## config.mk

```make
export PLATFORM = sky130hd
export DESIGN_NAME = synaptic_current_accumulator
export DESIGN_NICKNAME = d
export VERILOG_FILES = /design/src/rtl/sca_pkg.sv /design/src/rtl/sca_lane_sum.sv /design/src/rtl/synaptic_current_accumulator.sv
export SDC_FILE = /design/constraint.sdc
export NUM_CORES = 1
export LEC_CHECK = 0
export ABC_AREA = 1
export CORE_MARGIN = 2
export CORE_UTILIZATION = 60
export CTS_BUF_LIST = sky130_fd_sc_hd__clkbuf_4 sky130_fd_sc_hd__clkbuf_8
export CTS_CLUSTER_DIAMETER = 80
export DETAILED_ROUTE_END_ITERATION = 7
export DONT_BUFFER_PORTS = 1
export PLACE_DENSITY = 0.79
export SYNTH_ARGS = -nofsm -noshare
export SYNTH_HDL_FRONTEND = slang
export SYNTH_SLANG_ARGS = --single-unit
```

## constraint.sdc

```tcl
create_clock -name clk -period 8.35 [get_ports clk]
set_input_delay 2.0875 -clock clk [delete_from_list [all_inputs] [get_ports clk]]
set_output_delay 2.0875 -clock clk [all_outputs]
set_load 0.02 [all_outputs]
```

## src/rtl/sca_pkg.sv

```systemverilog
// rtl/sca_pkg.sv - shared FSM state type and width/block-count helpers for the synaptic current accumulator
package sca_pkg;

    typedef enum logic [1:0] {
        IDLE   = 2'd0,
        ACCUM  = 2'd1,
        FINISH = 2'd2
    } sca_state_t;

    // Accumulator width: worst case M weights of W bits cannot overflow.
    function automatic int sca_acc_width(input int w, input int m);
        return w + $clog2(m) + 1;
    endfunction

    // Width of one block's partial sum.
    function automatic int sca_lane_sum_width(input int w, input int lanes);
        return w + $clog2(lanes) + 1;
    endfunction

    // Number of LANES-wide blocks needed to cover M synapses.
    function automatic int sca_num_blocks(input int m, input int lanes);
        return (m + lanes - 1) / lanes;
    endfunction

    // Counter width able to index n items, at least one bit.
    function automatic int sca_idx_width(input int n);
        return (n > 1) ? $clog2(n) : 1;
    endfunction

endpackage

```

## src/rtl/sca_lane_sum.sv

```systemverilog
// rtl/sca_lane_sum.sv - combinational masked signed sum of one block of synapse weights
module sca_lane_sum
    import sca_pkg::*;
#(
    parameter int LANES = 4,
    parameter int W     = 8,
    localparam int SUM_W = sca_lane_sum_width(W, LANES)
) (
    input  logic [LANES-1:0]        spikes,
    input  logic [LANES*W-1:0]      weights,
    output logic signed [SUM_W-1:0] sum
);

    // Add each weight whose spike bit is set, sign-extended to the sum width.
    always_comb begin
        sum = '0;
        for (int i = 0; i < LANES; i++) begin
            if (spikes[i]) begin
                sum = sum + SUM_W'($signed(weights[i*W +: W]));
            end
        end
    end

endmodule

```

## src/rtl/synaptic_current_accumulator.sv

```systemverilog
// rtl/synaptic_current_accumulator.sv - multi-cycle spike-gated weight accumulator with saturated output; optional bias via SCA_BIAS_EN
module synaptic_current_accumulator
    import sca_pkg::*;
#(
    parameter int M     = 24,
    parameter int W     = 8,
    parameter int OUT_W = 8,
    parameter int LANES = 4
) (
    input  logic                    clk,
    input  logic                    reset_n,
    input  logic                    start,
    input  logic [M-1:0]            input_spikes,
    input  logic [M*W-1:0]          weights,
`ifdef SCA_BIAS_EN
    input  logic signed [W-1:0]     bias,
`endif
    output logic                    busy,
    output logic                    done,
    output logic signed [OUT_W-1:0] input_current,
    output logic                    saturated
);

    localparam int ACC_W = sca_acc_width(W, M);
    localparam int SUM_W = sca_lane_sum_width(W, LANES);
    localparam int NB    = sca_num_blocks(M, LANES);
    localparam int PAD_W = NB * LANES;
    localparam int BLK_W = sca_idx_width(NB);

    localparam logic signed [ACC_W-1:0] SAT_MAX = ACC_W'(2**(OUT_W-1) - 1);
    localparam logic signed [ACC_W-1:0] SAT_MIN = ~SAT_MAX;
    localparam logic [BLK_W-1:0]        LAST_BLK = BLK_W'(NB - 1);

    sca_state_t                 state;
    sca_state_t                 state_nxt;
    logic [M-1:0]               spk_q;
    logic [M*W-1:0]             wts_q;
    logic [PAD_W-1:0]           spk_pad;
    logic [PAD_W*W-1:0]         wts_pad;
    logic [LANES-1:0]           blk_spk;
    logic [LANES*W-1:0]         blk_wts;
    logic signed [SUM_W-1:0]    blk_sum;
    logic signed [ACC_W-1:0]    acc;
    logic [BLK_W-1:0]           blk;
    logic                       last_blk;
    logic signed [OUT_W-1:0]    sat_val;
    logic                       sat_flag;

    assign busy     = (state != IDLE);
    assign last_blk = (blk == LAST_BLK);

    // Zero-pad the captured operands so the final block's unused lanes read as silent synapses.
    always_comb begin
        spk_pad            = '0;
        wts_pad            = '0;
        spk_pad[M-1:0]     = spk_q;
        wts_pad[M*W-1:0]   = wts_q;
        blk_spk            = spk_pad[int'(blk)*LANES +: LANES];
        blk_wts            = wts_pad[int'(blk)*LANES*W +: LANES*W];
    end

    sca_lane_sum #(
        .LANES (LANES),
        .W     (W)
    ) u_lane_sum (
        .spikes  (blk_spk),
        .weights (blk_wts),
        .sum     (blk_sum)
    );

    // Clamp the full-width accumulator into the signed output range.
    always_comb begin
        sat_flag = 1'b0;
        sat_val  = acc[OUT_W-1:0];
        if (acc > SAT_MAX) begin
            sat_flag = 1'b1;
            sat_val  = SAT_MAX[OUT_W-1:0];
        end else if (acc < SAT_MIN) begin
            sat_flag = 1'b1;
            sat_val  = SAT_MIN[OUT_W-1:0];
        end
    end

    // State register.
    always_ff @(posedge clk) begin
        if (!reset_n) begin
            state <= IDLE;
        end else begin
            state <= state_nxt;
        end
    end

    // Next-state: start is only honoured in IDLE; FINISH always returns to IDLE.
    always_comb begin
        state_nxt = state;
        unique case (state)
            IDLE:    if (start)    state_nxt = ACCUM;
            ACCUM:   if (last_blk) state_nxt = FINISH;
            FINISH:                state_nxt = IDLE;
            default:               state_nxt = IDLE;
        endcase
    end

    // Operand capture, block accumulation and result publication.
    always_ff @(posedge clk) begin
        if (!reset_n) begin
            spk_q         <= '0;
            wts_q         <= '0;
            acc           <= '0;
            blk           <= '0;
            done          <= 1'b0;
            input_current <= '0;
            saturated     <= 1'b0;
        end else begin
            done <= 1'b0;
            unique case (state)
                IDLE: begin
                    if (start) begin
                        spk_q <= input_spikes;
                        wts_q <= weights;
                        blk   <= '0;
`ifdef SCA_BIAS_EN
                        acc   <= ACC_W'(bias);
`else
                        acc   <= '0;
`endif
                    end
                end
                ACCUM: begin
                    acc <= acc + ACC_W'(blk_sum);
                    if (!last_blk) begin
                        blk <= blk + 1'b1;
                    end
                end
                FINISH: begin
                    done          <= 1'b1;
                    input_current <= sat_val;
                    saturated     <= sat_flag;
                end
                default: ;
            endcase
        end
    end

endmodule

```

==> summary.md <==
| Metric | Value |
|---|---|
| Top_reg_cell synth | `dfxtp_1` |
| Share of post-route cells with drive strength above 1 | `6.19%` |
| Row count | `52` |
| Final Hold Fails | `0` |
| Sum Neg Setup Slack | `0 ns` |
| Number of global-route vias before repair | `10655` |
| Leading cell type in the layout, fill and taps excluded | `nor2_1` |
| Crit path largest cell delay | `0.43 ns` |
| DR iter-0 viols | `900` |
| Critical-path top delay cell | `clkinv_2` |
| # fillers | `1861` |
| Internal power | `2210 µW` |
| Worst Path Max Fanout | `39` |
| Outcome | `complete, no violations` |
| Seq/Total Area, Yosys | `39.2%` |
| Clk_skew | `0.0159 ns` |
| H-tree lvl count | `2` |
| Unrepaired setup endpoints after global routing | `false` |
| Top-level I/O count | `230` |
| Clock slew at reported path FFs | `0.06 ns` |
| Least-Margin Pin Slew | `1.04 ns` |
| Final Util | `65.3%` |
| Sw Ratio | `33.5%` |
| Critical Path Start Type | `flip-flop` |
| P&R area growth vs syn | `6.34%` |
| Reg power frac | `40.0%` |
| PostCTS Resize Cnt | `0` |
| Post-Syn Area | `12500 µm²` |
| Crit share post-route | `83.1%` |
| Avg Inst Size Synth | `6.70 µm²` |
| Hold Crit Class | `reg2reg` |
| Max Freq | `144 MHz` |
| DR vias | `11846` |
| Overall global routing resource usage | `30.3%` |
| Pwr dens | `250 nW/µm²` |
| Antenna violations before repair | `3` |
| CTS root buf | `clkbuf_8` |
| Post-route ant nets | `0` |
| Std-Cell Core Area | `20400 µm²` |
| Fin crit period | `6.93 ns` |
| Drt first pass iters | `5` |
| Cells after Synth | `1865` |
| Die H | `148 µm` |
| Initial core utilization | `61.4%` |
| Max-cap violations | `0` |
| Reg area | `4910 µm²` |
| Port bufs | `0` |
| NetSw | `1110 µW` |
| Crit-path most repeated cell | `nand2_1` |
| Area of the multi-input gates | `6730 µm²` |
| Final setup fails | `0` |
| CTS tree | `done` |
| Crit path capture type | `flip-flop` |
| Clk buf depth | `3` |
| Rel. slew slack | `30.7%` |
| Part of the power in the clock network | `33.1%` |
| CTS Sinks | `245` |
| GP Congestion | `0.897` |
| Crit path DAT | `7.33 ns` |
| DRC errors left | `0` |
| WL per Instance | `16.3 µm` |
| Via density | `5.65` |
| CTS Hold Bufs | `0` |
| Chip width | `148 µm` |
| Post-Route WL | `34100 µm` |
| CTS buffer count | `40` |
| Most frequent cells in the layout | `nor2_1 (523), o21ai_0 (341), dfxtp_1 (243)` |
| GRT Residual Overflow | `0` |
| First-pass GRT wire length | `53700 µm` |
| Ys async rst share | `0%` |
| Peak VDD IR | `0.147 mV` |
| Final net count | `2068` |
| Largest net degree at the start of global routing | `225` |
| Post-DP HPWL | `24300 µm` |
| Fin. max-slew vios | `0` |
| Die area | `22000 µm²` |
| CP required | `8.74 ns` |
| Post-synth EDFFs | `0` |
| Postcts setup bufs | `0` |
| Logic gate share of total power | `26.9%` |
| Worst skew pair latency | `0.54 ns` |
| Critical path class | `reg2reg` |
| YS warnings | `0` |
| Seq cells post-synth | `245` |
| P_leak | `0.00582 µW` |
| Synth unique cells | `50` |
| Syn Nets | `2131` |
[cells by family (layout without fill, tap and decap cells)]
group	count (synthesis)	in the layout	share of synthesized area, %
AND/OR/NAND/NOR	826	826	25.9
XOR/XNOR	15	15	1.05
AO/OA/AOI/OAI	517	517	21.8
other	0	3	0
buffers and inverters	215	175	6.99
flip-flops	245	245	39.2
adder cells (fa/ha/maj)	47	47	4.95
[worst max-delay path, delay by kind of cell (launching register included)]
kind                       cells  cell delay [ns]
and+or+nand+nor               22             2.44
xor gates and xnor gates       1             0.16
DFF                            1             0.35
buffers and inverters          6             1.10
AOI/OAI and AO/OA              9             1.33
adders and majority gates      4             1.41
[through the flow]
stage	area (µm²)	setup slack [ns]	power [µW]	hold slack, ns	instances
6_report	13300	1.42	3320	0.458	2098
5_1_grt	13300	0.697	3530	0.488	2096
4_1_cts	13300	1.49	3330	0.455	2095
3_5_place_dp	12500	1.51	2240	0.446	2030
3_3_place_gp	12500	1.56	2220	0.442	2030
2_1_floorplan	12500	2.29	2040	0.429	1865
[power by group through the flow]
stage,clock network (µW),logic (µW),registers [µW]
final,1100,894,1330
after global placement,0,868,1350
after global routing,1170,1020,1340
after floorplan,0,711,1330
after detailed placement,0,881,1350
after CTS,1110,886,1330
[synthesized netlist by cell type, types with 3 or more instances]
cell type  count  area [µm²]
o22ai_1       30         188
o21ai_1       29         145
buf_6          3        33.8
o21ai_0      341        1710
inv_2         12        45.0
a31oi_1        8        50.1
a21o_1         6        45.0
ha_1          43         538
xnor2_1        6        52.6
nor2_1       523        1960
clkbuf_1      89         334
or2_2          7        43.8
o21ai_2        3        26.3
buf_4          7        52.6
nor3_1         8        40.0
nand3_1       48         240
inv_1         84         315
nand2_2        6        37.5
o21a_1         3        22.5
a21oi_1       81         405
fa_1           4        80.1
buf_2         12        60.1
buf_1          6        22.5
dfxtp_1      245        4900
xor2_1         9        78.8
nand2_1      223         837
[path summary, 6_finish.rpt]
path	slack, ns	depth (start not counted)	start	end
min reg2reg	0.46	2	spk_pad[12]	spk_pad[12]
min	0.46	2	spk_pad[12]	spk_pad[12]
max reg2reg	1.42	42	blk[0]	acc[12]
max	1.42	42	blk[0]	acc[12]
[layer usage]
layer / vias up / global-route usage, % / wire, µm
li1: 6008 / - / -
met1: 5354 / 41.1 / 15200
met2: 432 / 50.4 / 15700
met3: 50 / 5.34 / 2530
met4: 2 / 7.24 / 605
met5: - / 0 / 15
[area by class of cell]
| class | count | share of cell area [%] |
|---|---|---|
| diodes | 3 | 0.0565 |
| clock buffers | 56 | 5.28 |
| clock inverters | 9 | 0.951 |
| inverters | 98 | 2.83 |
| multi-input cells | 1405 | 50.6 |
| flip-flops and latches | 245 | 36.9 |
| well taps | 270 | 2.54 |
| repair buffers | 12 | 0.772 |
[state kept, by name, indices dropped and copies added, names as in the netlist]
register	count
blk	3
acc	14
saturated	1
state	2
input_current	8
wts_pad	192
spk_pad	24
done	1
Power figures use the tool's default switching activity.
